$ cat src/rtl/pll_lock_supervisor_if.sv
// PLL-side signal bundle for the lock supervisor; lock_loss_count exists only with PLL_SUPERVISOR_STATS_EN.
// Latency: none (wires only); no backpressure, all signals are level-valued.
interface pll_lock_supervisor_if;
    logic       pll_locked;
    logic       pll_reset;
    logic       sys_reset;
    logic       fault;
    logic [7:0] retry_count;
`ifdef PLL_SUPERVISOR_STATS_EN
    logic [15:0] lock_loss_count;

    modport master (output pll_locked, input pll_reset, sys_reset, fault, retry_count, lock_loss_count);
    modport slave  (input pll_locked, output pll_reset, sys_reset, fault, retry_count, lock_loss_count);
`else
    modport master (output pll_locked, input pll_reset, sys_reset, fault, retry_count);
    modport slave  (input pll_locked, output pll_reset, sys_reset, fault, retry_count);
`endif
endinterface

$ cat src/rtl/pll_lock_supervisor.sv
// PLL power-up sequencer and lock supervisor; PLL_SUPERVISOR_STATS_EN adds a lock-loss counter.
// Latency: lock input seen 2 cycles after sampling, outputs registered; no backpressure.
module pll_lock_supervisor #(
    parameter int RESET_CYCLES  = 16,
    parameter int STABLE_CYCLES = 1024,
    parameter int LOCK_TIMEOUT  = 65536,
    parameter int MAX_RETRIES   = 7
) (
    input  logic                 clk,
    input  logic                 reset,
    pll_lock_supervisor_if.slave bus
);
    localparam int RW = $clog2(RESET_CYCLES) + 1;
    localparam int SW = $clog2(STABLE_CYCLES) + 1;
    localparam int TW = $clog2(LOCK_TIMEOUT) + 1;

    typedef enum logic [1:0] {PLL_RST, WAIT_LOCK, RUN, FAULT} state_t;

    state_t        state_q, state_d;
    logic          sync1_q, sync1_d, lk_q, lk_d;
    logic [RW-1:0] rst_cnt_q, rst_cnt_d;
    logic [SW-1:0] stb_q, stb_d;
    logic [TW-1:0] tmo_q, tmo_d;
    logic [7:0]    retry_q, retry_d, retry_inc;
    logic          pll_reset_q, pll_reset_d;
    logic          sys_reset_q, sys_reset_d;
    logic          fault_q, fault_d;
    logic          fail;
`ifdef PLL_SUPERVISOR_STATS_EN
    logic [15:0]   lls_q, lls_d;
`endif

    always_comb begin
        sync1_d   = bus.pll_locked;
        lk_d      = sync1_q;
        state_d   = state_q;
        rst_cnt_d = rst_cnt_q;
        stb_d     = stb_q;
        tmo_d     = tmo_q;
        retry_d   = retry_q;
        fail      = 1'b0;
        retry_inc = (retry_q == 8'hFF) ? retry_q : retry_q + 8'd1;

        case (state_q)
            PLL_RST: begin
                if (rst_cnt_q == RW'(RESET_CYCLES - 1)) begin
                    state_d   = WAIT_LOCK;
                    rst_cnt_d = '0;
                    tmo_d     = '0;
                    stb_d     = '0;
                end else begin
                    rst_cnt_d = rst_cnt_q + RW'(1);
                end
            end
            WAIT_LOCK: begin
                tmo_d = tmo_q + TW'(1);
                stb_d = lk_q ? stb_q + SW'(1) : '0;
                // A lock that completes on the timeout cycle still wins.
                if (lk_q && stb_q == SW'(STABLE_CYCLES - 1)) begin
                    state_d = RUN;
                end else if (tmo_q == TW'(LOCK_TIMEOUT - 1)) begin
                    fail = 1'b1;
                end
            end
            RUN: begin
                if (!lk_q) begin
                    fail = 1'b1;
                end
            end
            default: ;
        endcase

        if (fail) begin
            retry_d   = retry_inc;
            rst_cnt_d = '0;
            state_d   = (retry_inc > 8'(MAX_RETRIES)) ? FAULT : PLL_RST;
        end

        pll_reset_d = !(state_d == WAIT_LOCK || state_d == RUN);
        sys_reset_d = (state_d != RUN);
        fault_d     = (state_d == FAULT);

`ifdef PLL_SUPERVISOR_STATS_EN
        lls_d = lls_q;
        if (state_q == RUN && fail && lls_q != 16'hFFFF) begin
            lls_d = lls_q + 16'd1;
        end
`endif
    end

    always_ff @(posedge clk) begin
        if (reset) begin
            state_q     <= PLL_RST;
            sync1_q     <= 1'b0;
            lk_q        <= 1'b0;
            rst_cnt_q   <= '0;
            stb_q       <= '0;
            tmo_q       <= '0;
            retry_q     <= '0;
            pll_reset_q <= 1'b1;
            sys_reset_q <= 1'b1;
            fault_q     <= 1'b0;
`ifdef PLL_SUPERVISOR_STATS_EN
            lls_q       <= '0;
`endif
        end else begin
            state_q     <= state_d;
            sync1_q     <= sync1_d;
            lk_q        <= lk_d;
            rst_cnt_q   <= rst_cnt_d;
            stb_q       <= stb_d;
            tmo_q       <= tmo_d;
            retry_q     <= retry_d;
            pll_reset_q <= pll_reset_d;
            sys_reset_q <= sys_reset_d;
            fault_q     <= fault_d;
`ifdef PLL_SUPERVISOR_STATS_EN
            lls_q       <= lls_d;
`endif
        end
    end

    assign bus.pll_reset   = pll_reset_q;
    assign bus.sys_reset   = sys_reset_q;
    assign bus.fault       = fault_q;
    assign bus.retry_count = retry_q;
`ifdef PLL_SUPERVISOR_STATS_EN
    assign bus.lock_loss_count = lls_q;
`endif
endmodule

$ cat src/flat_wrapper.sv
// flat-port wrapper written by rule: the top's interface ports become plain ports
module pll_lock_supervisor_flat 
#(
    parameter int RESET_CYCLES  = 16,
    parameter int STABLE_CYCLES = 1024,
    parameter int LOCK_TIMEOUT  = 65536,
    parameter int MAX_RETRIES   = 7
)
  (clk, reset, bus_pll_locked, bus_pll_reset, bus_sys_reset, bus_fault, bus_retry_count);
  pll_lock_supervisor_if bus_i ();
  input  logic clk;
  input  logic reset;
  input wire logic [$bits(bus_i.pll_locked)-1:0] bus_pll_locked;
  output wire logic [$bits(bus_i.pll_reset)-1:0] bus_pll_reset;
  output wire logic [$bits(bus_i.sys_reset)-1:0] bus_sys_reset;
  output wire logic [$bits(bus_i.fault)-1:0] bus_fault;
  output wire logic [$bits(bus_i.retry_count)-1:0] bus_retry_count;
  assign bus_i.pll_locked = bus_pll_locked;
  assign bus_pll_reset = bus_i.pll_reset;
  assign bus_sys_reset = bus_i.sys_reset;
  assign bus_fault = bus_i.fault;
  assign bus_retry_count = bus_i.retry_count;
  pll_lock_supervisor #(.RESET_CYCLES(RESET_CYCLES), .STABLE_CYCLES(STABLE_CYCLES), .LOCK_TIMEOUT(LOCK_TIMEOUT), .MAX_RETRIES(MAX_RETRIES)) u_core (.clk(clk), .reset(reset), .bus(bus_i));
endmodule
$ cat config.mk
export PLATFORM = sky130hd
export DESIGN_NAME = pll_lock_supervisor_flat
export DESIGN_NICKNAME = d
export VERILOG_FILES = /design/src/rtl/pll_lock_supervisor_if.sv /design/src/rtl/pll_lock_supervisor.sv /design/src/flat_wrapper.sv
export SDC_FILE = /design/constraint.sdc
export NUM_CORES = 1
export LEC_CHECK = 0
export CAP_MARGIN = 15
export CORE_AREA = 3 3 65 82
export DETAILED_ROUTE_END_ITERATION = 16
export DIE_AREA = 0 0 68 85
export GPL_TIMING_DRIVEN = 0
export PLACE_DENSITY = 0.87
export SYNTH_ARGS = -nofsm -noshare
export SYNTH_HDL_FRONTEND = slang
export SYNTH_SLANG_ARGS = --single-unit
$ cat constraint.sdc
create_clock -name clk -period 2.75 [get_ports clk]
set_input_delay 0.4125 -clock clk [delete_from_list [all_inputs] [get_ports clk]]
set_output_delay 0.4125 -clock clk [all_outputs]
set_load 0.03 [all_outputs]
Word level (Yosys, flattened, before mapping) --
Cells that the tools add are included.
Storage, ports and cells: output and inout port bits 11, bits of input ports 3, register bits 48, word-level logic and storage cells 49
Operators by class: add/subtract/negate cells 4, reductions and logical operators 7, magnitude comparators 1, mux-type cells 16, equality and inequality tests 11
Operator list (number):
- $pmux W17 S2 | 1
- $mux W11 | 2
- $pmux W11 S2 | 1
- $add A17 B1 Y17 const B | 1
- $eq A17 B16 Y1 const B | 1
- $mux W17 | 1
- $add A11 B1 Y11 const B | 1
- $eq A11 B10 Y1 const B | 1
- $add A8 B1 Y8 const B | 1
- $eq A8 B8 Y1 const B | 1
- $gt A8 B3 Y1 const B | 1
- $mux W2 | 4
- $mux W8 | 1
- $eq A2 B2 Y1 const B | 3
- $add A5 B1 Y5 const B | 1
- $eq A5 B4 Y1 const B | 1
- $mux W5 | 1
- $eq A2 B1 Y1 const B | 2
- $pmux W2 S2 | 1
- $mux W1 | 3
- $logic_not A2 Y1 | 1
- $ne A2 B1 Y1 const B | 1
- $ne A2 B2 Y1 const B | 1
- $pmux W1 S2 | 1
- 6 further kinds | 6

Longest topological paths before layout --
word-level depth 8, depth in mapped cells 11, mapped depth without buffers 10

Worst setup path after synthesis --
No wires, ideal clock.
kind register to register, start point register u_core.tmo_q[3], end point register u_core.pll_reset_q (netlist: u_core.bus.pll_reset), stages on the path, launching flop included 11, setup time 0.059 ns, path buffers 0, arrival 2.265 ns, period minus slack after synthesis 2.324 ns, required time 2.691 ns, path slack 0.426 ns, cells stage by stage dfxtp_1 and4_1 nand2_1 nor3_1 ha_1 nand2_1 a21boi_0 nand2_1 o211ai_1 ha_1 nand2b_1
Between the ends: word-level cells in the longest chain between the ends 8, elaborated cells between the ends (all ways) 9, classes of those cells 3 x eq/ne; 4 x mux; 2 x reduce/logical
RTL lines:
- start: declaration | RTL line pll_lock_supervisor.sv:23 | logic [TW-1:0] tmo_q, tmo_d;
- start signal: assignment | RTL line pll_lock_supervisor.sv:112 | tmo_q <= tmo_d;
- $eq A17 B16 Y1 * | RTL line pll_lock_supervisor.sv:61 | end else if (tmo_q == TW'(LOCK_TIMEOUT - 1)) begin
- $mux W1 * | RTL line pll_lock_supervisor.sv:61
- $mux W1 * | RTL line pll_lock_supervisor.sv:59 | if (lk_q && stb_q == SW'(STABLE_CYCLES - 1)) begin
- $pmux W1 S2 * | RTL line pll_lock_supervisor.sv:44 | case (state_q)
- $mux W2 * | RTL line pll_lock_supervisor.sv:73 | if (fail) begin
- named net u_core.state_d[1] | RTL line pll_lock_supervisor.sv:19 | state_t state_q, state_d;
- $eq A2 B1 Y1 or $eq A2 B2 Y1 (tied branches) | RTL line pll_lock_supervisor.sv:79 | pll_reset_d = !(state_d == WAIT_LOCK || state_d == RUN);
- $logic_or A1 B1 Y1 * | RTL line pll_lock_supervisor.sv:79
- $logic_not A1 Y1 * | RTL line pll_lock_supervisor.sv:79
- end signal: assignment | RTL line pll_lock_supervisor.sv:114 | pll_reset_q <= pll_reset_d;
- end: declaration | RTL line pll_lock_supervisor.sv:25 | logic pll_reset_q, pll_reset_d;
Mark *: on every way through the listed nets, which the timed path passes. The rest lies on a longest branch. A chain may end at the register's enable or synchronous reset.

Worst setup path after layout --
start point register u_core.tmo_q[2], end point register u_core.pll_reset_q (netlist: u_core.bus.pll_reset)
Same word-level chain as after synthesis.

==> run metrics <==
number of distinct standard cells referenced by the synthesized netlist 55; relative slew slack a little over two fifths; CP peak stage delay between 0.4 and 0.5 ns; classification of the worst setup path reg -> reg; cell types with the largest area share after synthesis dfxtp_1 (35%), mux2i_1 (4.8%), ha_1 (4.6%); Total Power Consumption 1.15 mW; average instance area after synthesis between 8 and 9 um2; netlist area before placement about 2700 um2; pin count of the biggest net entering global routing 14; total count of max-transition violations in the final report 0; layout cells sized above 1 8.23%; total iterations of the first detailed-routing run 4; quantity of hold-fixing buffers added after cts 0; Hold Crit Depth 1; required time reported for the critical path endpoint roughly 3 ns; post-detailed-route DRC marker count 0; number of global-route vias before repair 2190; Starting Density between 50 and 60%; slowest library cell on the worst path a21boi_1; Post-Syn Nets ~320; CTS Buffer Depth 2; final std cell area, no fill about 3000 um2; Skew-Pair Late Insertion Delay roughly 0.30 ns; fraction of synthesis flops using an asynchronous set or reset pin 0%; shortest clock period the worst path allows after layout around 2.6 ns; number of enable-type register cells in the synthesized netlist 0; dominant synthesized flop cell dfxtp_1; share of the synthesized area in the top cell type 35.5%; cell at the root of the clock tree clkbuf_8; reg-to-reg critical path startpoint u_core.tmo_q[2]; H-tree depth 2; commonest cells in the netlist dfxtp_1 (48), nand2_1 (28), a21oi_1 (17); Avg Vias per Cell 6.37; most common cell type on the critical path nand2_1; Setup WS pre-CTS -0.0197 ns; synthesis-to-layout area growth 10.9%; outcome complete, no violations; post-detail-place hpwl between 4000 and 5000 um; number of diodes added for antenna fixing 0; clock tree from TritonCTS built; count of final hold-check violations 0; initial antenna violation count 0; number of top-level pins 14; overall die area 5780 um2; setup repair after global routing missed its margin no; y dimension of the die around 85 um; quantity of I/O buffers inserted on ports 13; type of the worst min-delay path reg -> reg; Layout Skew 0.0108 ns; most used standard cell by instance count after synthesis dfxtp_1; DRT antenna net count 0; upper clock frequency limit just under 400 MHz; arrival time at the worst endpoint around 2.8 ns; worst hold path endpoint u_core.lk_q; clock buffer count from CTS 5; chain of cells forming the critical path and4_2 -> nand2_1 -> nor3_1 -> ha_1 -> nand2_1 -> a21boi_1 -> nand2_1 -> o211ai_1 -> ha_1 -> nand2b_1; drt initial violations 150; post-layout worst setup margin 0.179 ns; end-of-flow core utilization 64.0%; endpoint type of the worst setup path flop; part of the cycle the worst path needs 93.5%; global route overflow 0; placeable core region roughly 4700 um2; Final Wtd Congestion just under 0.8; reg2reg setup slack 0.18 ns; routed via count 2471; total routing usage reported by global routing between 20% and 30%; Site Rows 28; Seq/Total Area, Yosys 35.5%; Power Density approximately 380 nW/um2; critical path fanouts, max 7; clock tree sinks between 40 and 50; setup violation total in the final timing report 0; type of origin of the critical path flop; cell depth of the worst flop-to-flop path 10; crit path launch u_core.tmo_q[2]; horizontal die dimension between 60 and 70 um; number of max-capacitance violations reported 0; endpoint of the most critical register-to-register path u_core.bus.pll_reset; layout net count 341; first-pass GRT wire length just under 10000 um; routed length per instance about 15 um; cells after synthesis around 310; warning count from the yosys run 0; maximum VDD drop 307 uV; CTS clk-pin slew, worst paths roughly 0.09 ns; transition time at the pin with the least slew margin 0.840 ns; source of the worst hold timing path u_core.lk_d; cell leakage power between 1 and 1.5 nW; Synth Register Bits 48; total wirelength of the detailed-routed design about 5900 um; library cell with the largest summed area after synthesis dfxtp_1; dpl cell area 2910 um2
==> worst max-delay path, delay by kind of cell, from the launching register on <==
family | cells | cell delay (ns)
AO/OA/AOI/OAI | 2 | 0.69
AND/OR/NAND/NOR | 6 | 0.98
adder cells (fa/ha/maj) | 2 | 0.45
flip-flops | 1 | 0.39
==> kinds of logic after synthesis <==
family                   Yosys count  share of synthesized area, %
buffers and inverters             25                          4.67
multiplexers                      17                          6.47
XOR/XNOR                           3                         0.970
flip-flops                        48                          35.5
AO/OA/AOI/OAI                     73                          18.7
adder cells (fa/ha/maj)           10                          4.62
AND/OR/NAND/NOR                  133                          29.1
==> power breakdown <==
group	total [mW]	switching [mW]	internal [mW]
Sequential	0.704	0.00458	0.700
Combinational	0.0393	0.0244	0.0149
Clock	0.405	0.231	0.173
Total	1.15	0.260	0.888
==> per-stage QoR <==
step	cells	hold WS, ns	TNS, ns
after floorplan	309	0.414	0
after global placement	382	0.424	0
after detailed placement	382	0.441	-0.0197
after CTS	389	0.462	0
after global routing	388	0.473	0
final	388	0.460	0
==> registers in the layout (all words and copies together), names as in the netlist <==
signal,cells
u_core.bus.retry_count,8
u_core.stb_q,11
u_core.rst_cnt_q,5
u_core.bus.pll_reset,1
u_core.lk_d,1
u_core.state_q,2
u_core.lk_q,1
u_core.bus.sys_reset,1
u_core.bus.fault,1
u_core.tmo_q,17
==> routing by layer <==
| layer | global-route usage [%] | part of all wire (%) | up-vias |
|---|---|---|---|
| met4 | 7.59 | 2.4 | 0 |
| met5 | 0 | 0 | - |
| li1 | - | - | 1203 |
| met3 | 4.77 | 4.4 | 17 |
| met1 | 25.5 | 42 | 1178 |
| met2 | 36.7 | 52 | 73 |
==> layout by cell type, fill, tap and decap left out, types with 5 or more instances in the layout <==
cell             netlist  final
nor2b_1                8      8
nor2_1                15     14
a31oi_1                7      7
a21oi_1               17     17
mux2i_1               13     13
or3_1                  7      7
nand2b_1              12     12
ha_1                  10     10
a311oi_1               5      5
o31ai_1                7      7
nand3_1                9      9
nand2_1               28     28
nor4_1                 8      7
dfxtp_1               48     48
clkbuf_1               8      8
inv_1                 10     10
clkbuf_8               0      5
nor3_1                 9      9
or4_1                  8      8
clkdlybuf4s50_1        0     13
and4_1                 7      6
o21ai_0                8      8
==> timing repair <==
action / 4_1_cts / 5_1_grt
gates cloned: 0 / 0
buffers inserted: 0 / 0
endpoints found under the setup margin: 2 / 13
gates resized for setup: 1 / 4
==> worst max path at each step <==
| stage | end | slack, ns | depth (start not counted) |
|---|---|---|---|
| 6_report | u_core.bus.pll_reset | 0.18 | 10 |
| 5_1_grt | u_core.bus.pll_reset | 0.01 | 10 |
| 4_1_cts | u_core.state_q[0] | 0.04 | 9 |
| 3_5_place_dp | u_core.bus.pll_reset | -0.02 | 10 |
| 3_3_place_gp | u_core.bus.retry_count[5] | 0.06 | 9 |
| 2_1_floorplan | u_core.bus.pll_reset | 0.43 | 10 |
==> layout make-up <==
class,instances,area [um2]
inverter,10,37.5
clock inverter,1,5.00
multi-input combinational,236,1640
fill,408,1690
buffer,14,85.1
tap,60,75.1
clock buffer,6,72.6
sequential,48,961
timing repair buffer,13,130
Power figures use the tool's default switching activity.
